File: config.mk
export PLATFORM = sky130hd
export DESIGN_NAME = lrsc_sequencer
export DESIGN_NICKNAME = d
export VERILOG_FILES = /design/src/rtl/arvi_amo_pkg.sv /design/src/rtl/lrsc_reservation.sv /design/src/rtl/lrsc_sequencer.sv
export SDC_FILE = /design/constraint.sdc
export NUM_CORES = 1
export LEC_CHECK = 0
export ABC_AREA = 1
export BUFFER_PORTS_ARGS = -buffer_cell sky130_fd_sc_hd__buf_2
export CORE_UTILIZATION = 55
export DETAILED_ROUTE_END_ITERATION = 10
export PLACE_DENSITY = 0.87
export SKIP_CTS_REPAIR_TIMING = 1
export SLEW_MARGIN = 20
export SYNTH_ARGS = -nofsm -noshare
export SYNTH_HDL_FRONTEND = slang
export SYNTH_SLANG_ARGS = --single-unit
File: constraint.sdc
create_clock -name i_clk -period 4.3 [get_ports i_clk]
set_input_delay 0.86 -clock i_clk [delete_from_list [all_inputs] [get_ports i_clk]]
set_output_delay 0.86 -clock i_clk [all_outputs]
set_load 0.1 [all_outputs]
File: src/rtl/arvi_amo_pkg.sv
// arvi_amo_pkg: shared definitions for the LR.W/SC.W sequencer.
//   lrsc_state_t         - sequencer FSM state encoding
//   SC_SUCCESS / SC_FAIL - SC.W status values written back to rd
//   RESV_TIMEOUT_DEFAULT - default reservation lifetime in cycles
package arvi_amo_pkg;

    typedef enum logic [2:0] {
        LRSC_IDLE    = 3'd0,
        LRSC_LR_WAIT = 3'd1,
        LRSC_SC_WAIT = 3'd2,
        LRSC_RESP    = 3'd3,
        LRSC_ABORT   = 3'd4
    } lrsc_state_t;

    localparam int SC_SUCCESS           = 0;
    localparam int SC_FAIL              = 1;
    localparam int RESV_TIMEOUT_DEFAULT = 64;

endpackage

File: src/rtl/lrsc_reservation.sv
// lrsc_reservation: single-hart LR/SC reservation register.
//   clk, rst    - clock, synchronous active-high reset
//   set/set_tag - establish a reservation on a granule (LR completion)
//   clear       - drop the reservation (SC, misaligned atomic, flush)
//   snoop_vld/snoop_tag - plain store; a granule hit drops the reservation
//   query_tag   - granule of the pending SC
//   match       - reservation valid and on query_tag
//   snoop_hit   - the store this cycle hits the live reservation
module lrsc_reservation
    import arvi_amo_pkg::*;
#(
    parameter int TAG_W        = 30,
    parameter int RESV_TIMEOUT = RESV_TIMEOUT_DEFAULT
) (
    input  logic             clk,
    input  logic             rst,
    input  logic             set,
    input  logic [TAG_W-1:0] set_tag,
    input  logic             clear,
    input  logic             snoop_vld,
    input  logic [TAG_W-1:0] snoop_tag,
    input  logic [TAG_W-1:0] query_tag,
    output logic             match,
    output logic             snoop_hit
);

    localparam int TW = (RESV_TIMEOUT > 0) ? $clog2(RESV_TIMEOUT + 1) : 1;

    logic             valid;
    logic [TAG_W-1:0] tag;
    logic [TW-1:0]    timer;
    logic             expired;

    // With RESV_TIMEOUT == 0 the timer is never loaded and never expires.
    assign expired   = (RESV_TIMEOUT != 0) && valid && (timer == '0);
    assign snoop_hit = valid && snoop_vld && (snoop_tag == tag);
    assign match     = valid && (query_tag == tag);

    // set has priority so an LR completing alongside a matching store keeps
    // its reservation.
    always_ff @(posedge clk) begin
        if (rst) begin
            valid <= 1'b0;
            tag   <= '0;
            timer <= '0;
        end else if (set) begin
            valid <= 1'b1;
            tag   <= set_tag;
            timer <= TW'(RESV_TIMEOUT);
        end else if (clear || snoop_hit || expired) begin
            valid <= 1'b0;
            timer <= '0;
        end else if (valid && timer != '0) begin
            timer <= timer - 1'b1;
        end
    end

endmodule

File: src/rtl/lrsc_sequencer.sv
// lrsc_sequencer: multi-cycle LR.W / SC.W sequencer beside EX/MEM.
//   i_clk, i_rst          - clock, synchronous active-high reset
//   i_atomic, i_sc        - atomic op in EX (held while o_Stall), SC vs LR
//   i_Addr, i_WData       - effective address, SC store data
//   i_store, i_store_addr - plain store snoop for reservation invalidation
//   i_flush               - trap / pipeline flush
//   o_Stall, o_Done       - pipeline hold, one-cycle result strobe
//   o_Result              - LR data or SC status (0 success, 1 fail)
//   o_misaligned          - strobe with o_Done for a non word-aligned address
//   o_DBus_*, i_DBus_*    - registered request / ack data bus
module lrsc_sequencer
    import arvi_amo_pkg::*;
#(
    parameter int DATA_WIDTH   = 32,
    parameter int ADDR_WIDTH   = 32,
    parameter int RESV_GRAN    = 2,
    parameter int RESV_TIMEOUT = RESV_TIMEOUT_DEFAULT
) (
    input  logic                  i_clk,
    input  logic                  i_rst,
    input  logic                  i_atomic,
    input  logic                  i_sc,
    input  logic [ADDR_WIDTH-1:0] i_Addr,
    input  logic [DATA_WIDTH-1:0] i_WData,
    input  logic                  i_store,
    input  logic [ADDR_WIDTH-1:0] i_store_addr,
    input  logic                  i_flush,
    output logic                  o_Stall,
    output logic                  o_Done,
    output logic [DATA_WIDTH-1:0] o_Result,
    output logic                  o_misaligned,
    output logic                  o_DBus_req,
    output logic                  o_DBus_we,
    output logic [ADDR_WIDTH-1:0] o_DBus_addr,
    output logic [DATA_WIDTH-1:0] o_DBus_wdata,
    input  logic                  i_DBus_ack,
    input  logic [DATA_WIDTH-1:0] i_DBus_rdata
);

    localparam int TAG_W = ADDR_WIDTH - RESV_GRAN;

    lrsc_state_t      state;
    logic             mis_flag;
    logic             launch;
    logic             misaligned;
    logic             resv_set;
    logic             resv_clear;
    logic             resv_match;
    logic             store_hit;
    logic             sc_ok;
    logic [TAG_W-1:0] addr_tag;
    logic [TAG_W-1:0] store_tag;
    logic [TAG_W-1:0] bus_tag;
    logic             store_lo_unused;

    assign addr_tag        = i_Addr[ADDR_WIDTH-1:RESV_GRAN];
    assign store_tag       = i_store_addr[ADDR_WIDTH-1:RESV_GRAN];
    assign bus_tag         = o_DBus_addr[ADDR_WIDTH-1:RESV_GRAN];
    assign store_lo_unused = ^i_store_addr[RESV_GRAN-1:0];

    // A flush in IDLE kills the instruction before it can start.
    assign launch     = (state == LRSC_IDLE) && i_atomic && !i_flush;
    assign misaligned = (i_Addr[1:0] != 2'b00);

    // A store hitting the reservation in the decision cycle makes the SC fail.
    assign sc_ok      = resv_match && !store_hit;

    assign resv_set   = (state == LRSC_LR_WAIT) && i_DBus_ack && !i_flush;
    // Every SC consumes the reservation at its decision, success or not.
    assign resv_clear = i_flush || (launch && (i_sc || misaligned));

    lrsc_reservation #(
        .TAG_W        (TAG_W),
        .RESV_TIMEOUT (RESV_TIMEOUT)
    ) u_resv (
        .clk       (i_clk),
        .rst       (i_rst),
        .set       (resv_set),
        .set_tag   (bus_tag),
        .clear     (resv_clear),
        .snoop_vld (i_store),
        .snoop_tag (store_tag),
        .query_tag (addr_tag),
        .match     (resv_match),
        .snoop_hit (store_hit)
    );

    assign o_Stall      = ((state == LRSC_IDLE) && i_atomic) ||
                          (state == LRSC_LR_WAIT) ||
                          (state == LRSC_SC_WAIT) ||
                          (state == LRSC_ABORT);
    assign o_Done       = (state == LRSC_RESP) && !i_flush;
    assign o_misaligned = o_Done && mis_flag;

    always_ff @(posedge i_clk) begin
        if (i_rst) begin
            state        <= LRSC_IDLE;
            mis_flag     <= 1'b0;
            o_Result     <= '0;
            o_DBus_req   <= 1'b0;
            o_DBus_we    <= 1'b0;
            o_DBus_addr  <= '0;
            o_DBus_wdata <= '0;
        end else begin
            case (state)
                LRSC_IDLE: begin
                    if (launch) begin
                        if (misaligned) begin
                            state    <= LRSC_RESP;
                            mis_flag <= 1'b1;
                            o_Result <= i_sc ? DATA_WIDTH'(SC_FAIL) : '0;
                        end else if (!i_sc) begin
                            state       <= LRSC_LR_WAIT;
                            o_DBus_req  <= 1'b1;
                            o_DBus_we   <= 1'b0;
                            o_DBus_addr <= i_Addr;
                        end else if (sc_ok) begin
                            state        <= LRSC_SC_WAIT;
                            o_DBus_req   <= 1'b1;
                            o_DBus_we    <= 1'b1;
                            o_DBus_addr  <= i_Addr;
                            o_DBus_wdata <= i_WData;
                        end else begin
                            state    <= LRSC_RESP;
                            o_Result <= DATA_WIDTH'(SC_FAIL);
                        end
                    end
                end
                LRSC_LR_WAIT, LRSC_SC_WAIT: begin
                    if (i_DBus_ack) begin
                        o_DBus_req <= 1'b0;
                        if (i_flush) begin
                            state <= LRSC_IDLE;
                        end else begin
                            state    <= LRSC_RESP;
                            o_Result <= (state == LRSC_LR_WAIT) ? i_DBus_rdata
                                                                : DATA_WIDTH'(SC_SUCCESS);
                        end
                    end else if (i_flush) begin
                        state <= LRSC_ABORT;
                    end
                end
                // The bus transaction cannot be cancelled; wait it out silently.
                LRSC_ABORT: begin
                    if (i_DBus_ack) begin
                        o_DBus_req <= 1'b0;
                        state      <= LRSC_IDLE;
                    end
                end
                LRSC_RESP: begin
                    state    <= LRSC_IDLE;
                    mis_flag <= 1'b0;
                end
                default: state <= LRSC_IDLE;
            endcase
        end
    end

endmodule

==> results.tsv <==
metric	value	unit
Placement Cell Area	0.00817	sq mm
post-layout util	72.3	%
Final WS setup	1500	ps
CP Launch Type	primary input	
vias in the first global route	6499	
CP Max Fanout	32	
first-pass GRT wire length	29.2	mm
Min-Delay Path Class	reg2reg	
Seq cells post-synth	140	
critical path's slowest cell	inv_2	
Compound-Gate Fraction of Synth Area	6.02	%
worst-skew pair later-pin latency	420	ps
simple-gate share of the synthesized area	40.3	%
multiplexer area fraction after synthesis	0	%
CTS Sinks	140	
post-route design area	0.00883	sq mm
sequential cell area fraction in the yosys report	40.2	%
fin. max-slew vios	0	
Crit. End Element	flop	
CP cell instances	buf_2, inv_1, nand2_1, nand2_1, nor2_1, nand2_1, nor2_1, nand2_1, nor2_2, nand2_1, nand2_1, buf_4, nand2_1, inv_2, nor2_1, nor2_1	
layout net count	1479	
Final Wtd Congestion	0.924	
final antenna-violating net count	0	
CTS Buf Count	17	
post-route insts no fill	1525	
cell taking the most area after synthesis	dfxtp_1	
Area growth syn-to-layout	26.5	%
Fin. Hold Viols	0	
vias per cell	4.85	
delay-heaviest family, CP	simple AND/OR/NAND/NOR gates	
CP Data Arrival Time	3140	ps
drt first pass iters	5	
xor/xnor share of the synthesized area	1.25	%
net count after synthesis	1268	
Buffers on Ports	233	
Max Cap Viol	0	
I/O Pins	236	
Leak	4.85	nW
RSZ-0062 raised after global routing	false	
Cell Rows	40	
DR iter-0 viols	606	
Synth top area share	40.2	%
most numerous cell in the Yosys netlist	nand2_1	
reg2reg path depth	15	
worst path buffer plus inverter count	4	
Slew HR	37.1	%
Max Buffers Root-to-Sink	2	
initial core utilization	57.2	%
overall routing resource usage	28.5	%
core area	0.0122	sq mm
Die ar.	0.0131	sq mm
post-synthesis adder-cell area fraction	0.358	%
Clock transition at path regs	60	ps
placed cell count	1491	
ratio of cells with drive above 1 in the final layout	22.8	%
Netlist cell types	34	
fin crit share	65.0	%
H-tree depth	4	
chip width	115	microns
worst reg2reg endpoint	o_DBus_addr[23]	
status	finished clean	
Met2 Wirelength	9.10	mm
Setup Skew	7.85	ps
worst vdd ir	541	uV
Final HPWL DP	13.0	mm
mapped cell area	0.00698	sq mm
reg2reg setup slack	1660	ps
top_reg_cell synth	dfxtp_1	
FMAX	358	MHz
synth warn	0	
Met1 Wirelength	7.86	mm
Overflow after GRT	0	
CTS root buffer	clkbuf_16	
CTS tree	done	
main combinational cell family by area after synthesis	simple AND/OR/NAND/NOR gates	
largest net degree at the start of global routing	66	
Tmin final	2800	ps
Crit Path Class	in2reg	
Worst R2R Start	u_resv.tag[28]	
met3 routed WL	1.25	mm
Mapped Avg Cell Area	6.17	sq um
Hold Crit Start	o_DBus_addr[1]	
dpl ws	1170	ps
hold endpoint	o_DBus_addr[1]	
CP peak stage delay	510	ps
Top Metal Used	met4	
cell repeated most along the worst path	nand2_1	
Slew @ Worst Pin	942	ps
average wire per standard cell	12.4	microns
Async SR Flop Fraction	0	%
power per cell area	569	mW/mm^2
Worst Hold Margin	440	ps
top post-synthesis cells by count	nand2_1, nor2_1, inv_1	
via count	7403	
Post-Synthesis Cells	1131	
final setup fails	0	
hold depth	2	
critical path data required time	4650	ps
initial antenna violation count	1	
final wirelength	18.9	mm
Post-synth EDFFs	0	
detailed-route DRC error count	0	
largest cells by area after synthesis	dfxtp_1, nand2_1, nor2_1, inv_1, nand3_1	
Final Power	5.03	mW
total negative slack	0	ps
Die Ht	115	microns
-- state kept, by name (all words and copies together) (netlist names) --
| name | flops |
|---|---|
| mis_flag | 1 |
| o_DBus_addr | 32 |
| o_DBus_req | 1 |
| o_DBus_wdata | 32 |
| o_DBus_we | 1 |
| o_Result | 32 |
| state | 3 |
| u_resv.tag | 30 |
| u_resv.timer | 7 |
| u_resv.valid | 1 |
-- area by class of cell --
class	count	area (sq um)
Antenna cell	2	5.00
Timing Repair Buffer	240	1220
Inverter	155	586
Fill cell	1067	3380
Tap cell	168	210
Clock buffer	22	474
Clock inverter	10	186
Sequential cell	140	2800
Multi-Input combinational cell	788	3350
-- cells by family after synthesis --
family / Yosys count
xor+xnor: 10
simple gates: 695
buf+inv: 203
compound gates: 81
flops: 140
fa+ha+maj: 2
-- worst min-delay path, delay by kind of cell, from the launching register on --
kind | cells | cell delay [ps]
flops | 1 | 310
simple gates | 2 | 100
-- placed cells by master (no fill, tap or decap), types with 4 or more instances in the layout --
cell and instances:
a21oi_1 42, buf_2 233, buf_4 7, bufinv_16 5
clkbuf_16 17, dfxtp_1 140, inv_1 144, inv_2 8
nand2_1 358, nand3_1 69, nor2_1 229, nor2_2 22
nor3_1 5, o21ai_0 36, xnor2_1 6, xor2_1 4
-- report_power, final --
group / total (mW) / switching (mW) / internal, mW
Combinational: 1.86 / 1.43 / 0.434
Sequential: 1.54 / 0.0963 / 1.45
Clock: 1.62 / 0.550 / 1.07
Total: 5.03 / 2.07 / 2.95
-- routing by layer --
metal | up-vias | GRT usage [%]
li1 | 3807 | -
met1 | 3270 | 33.6
met2 | 273 | 48.4
met3 | 53 | 6.56
met4 | 0 | 14.5
met5 | - | 0
-- worst max path at each step --
stage          startpoint               to  cells after the start
3_5_place_dp   i_Addr[30]  o_DBus_addr[26]                     16
2_1_floorplan     i_flush           o_Done                      1
6_report       i_Addr[30]  o_DBus_addr[23]                     16
4_1_cts        i_Addr[30]  o_DBus_addr[23]                     16
5_1_grt        i_Addr[30]  o_DBus_addr[23]                     16
3_3_place_gp   i_Addr[30]  o_DBus_addr[26]                     16
Power figures use the tool's default switching activity.
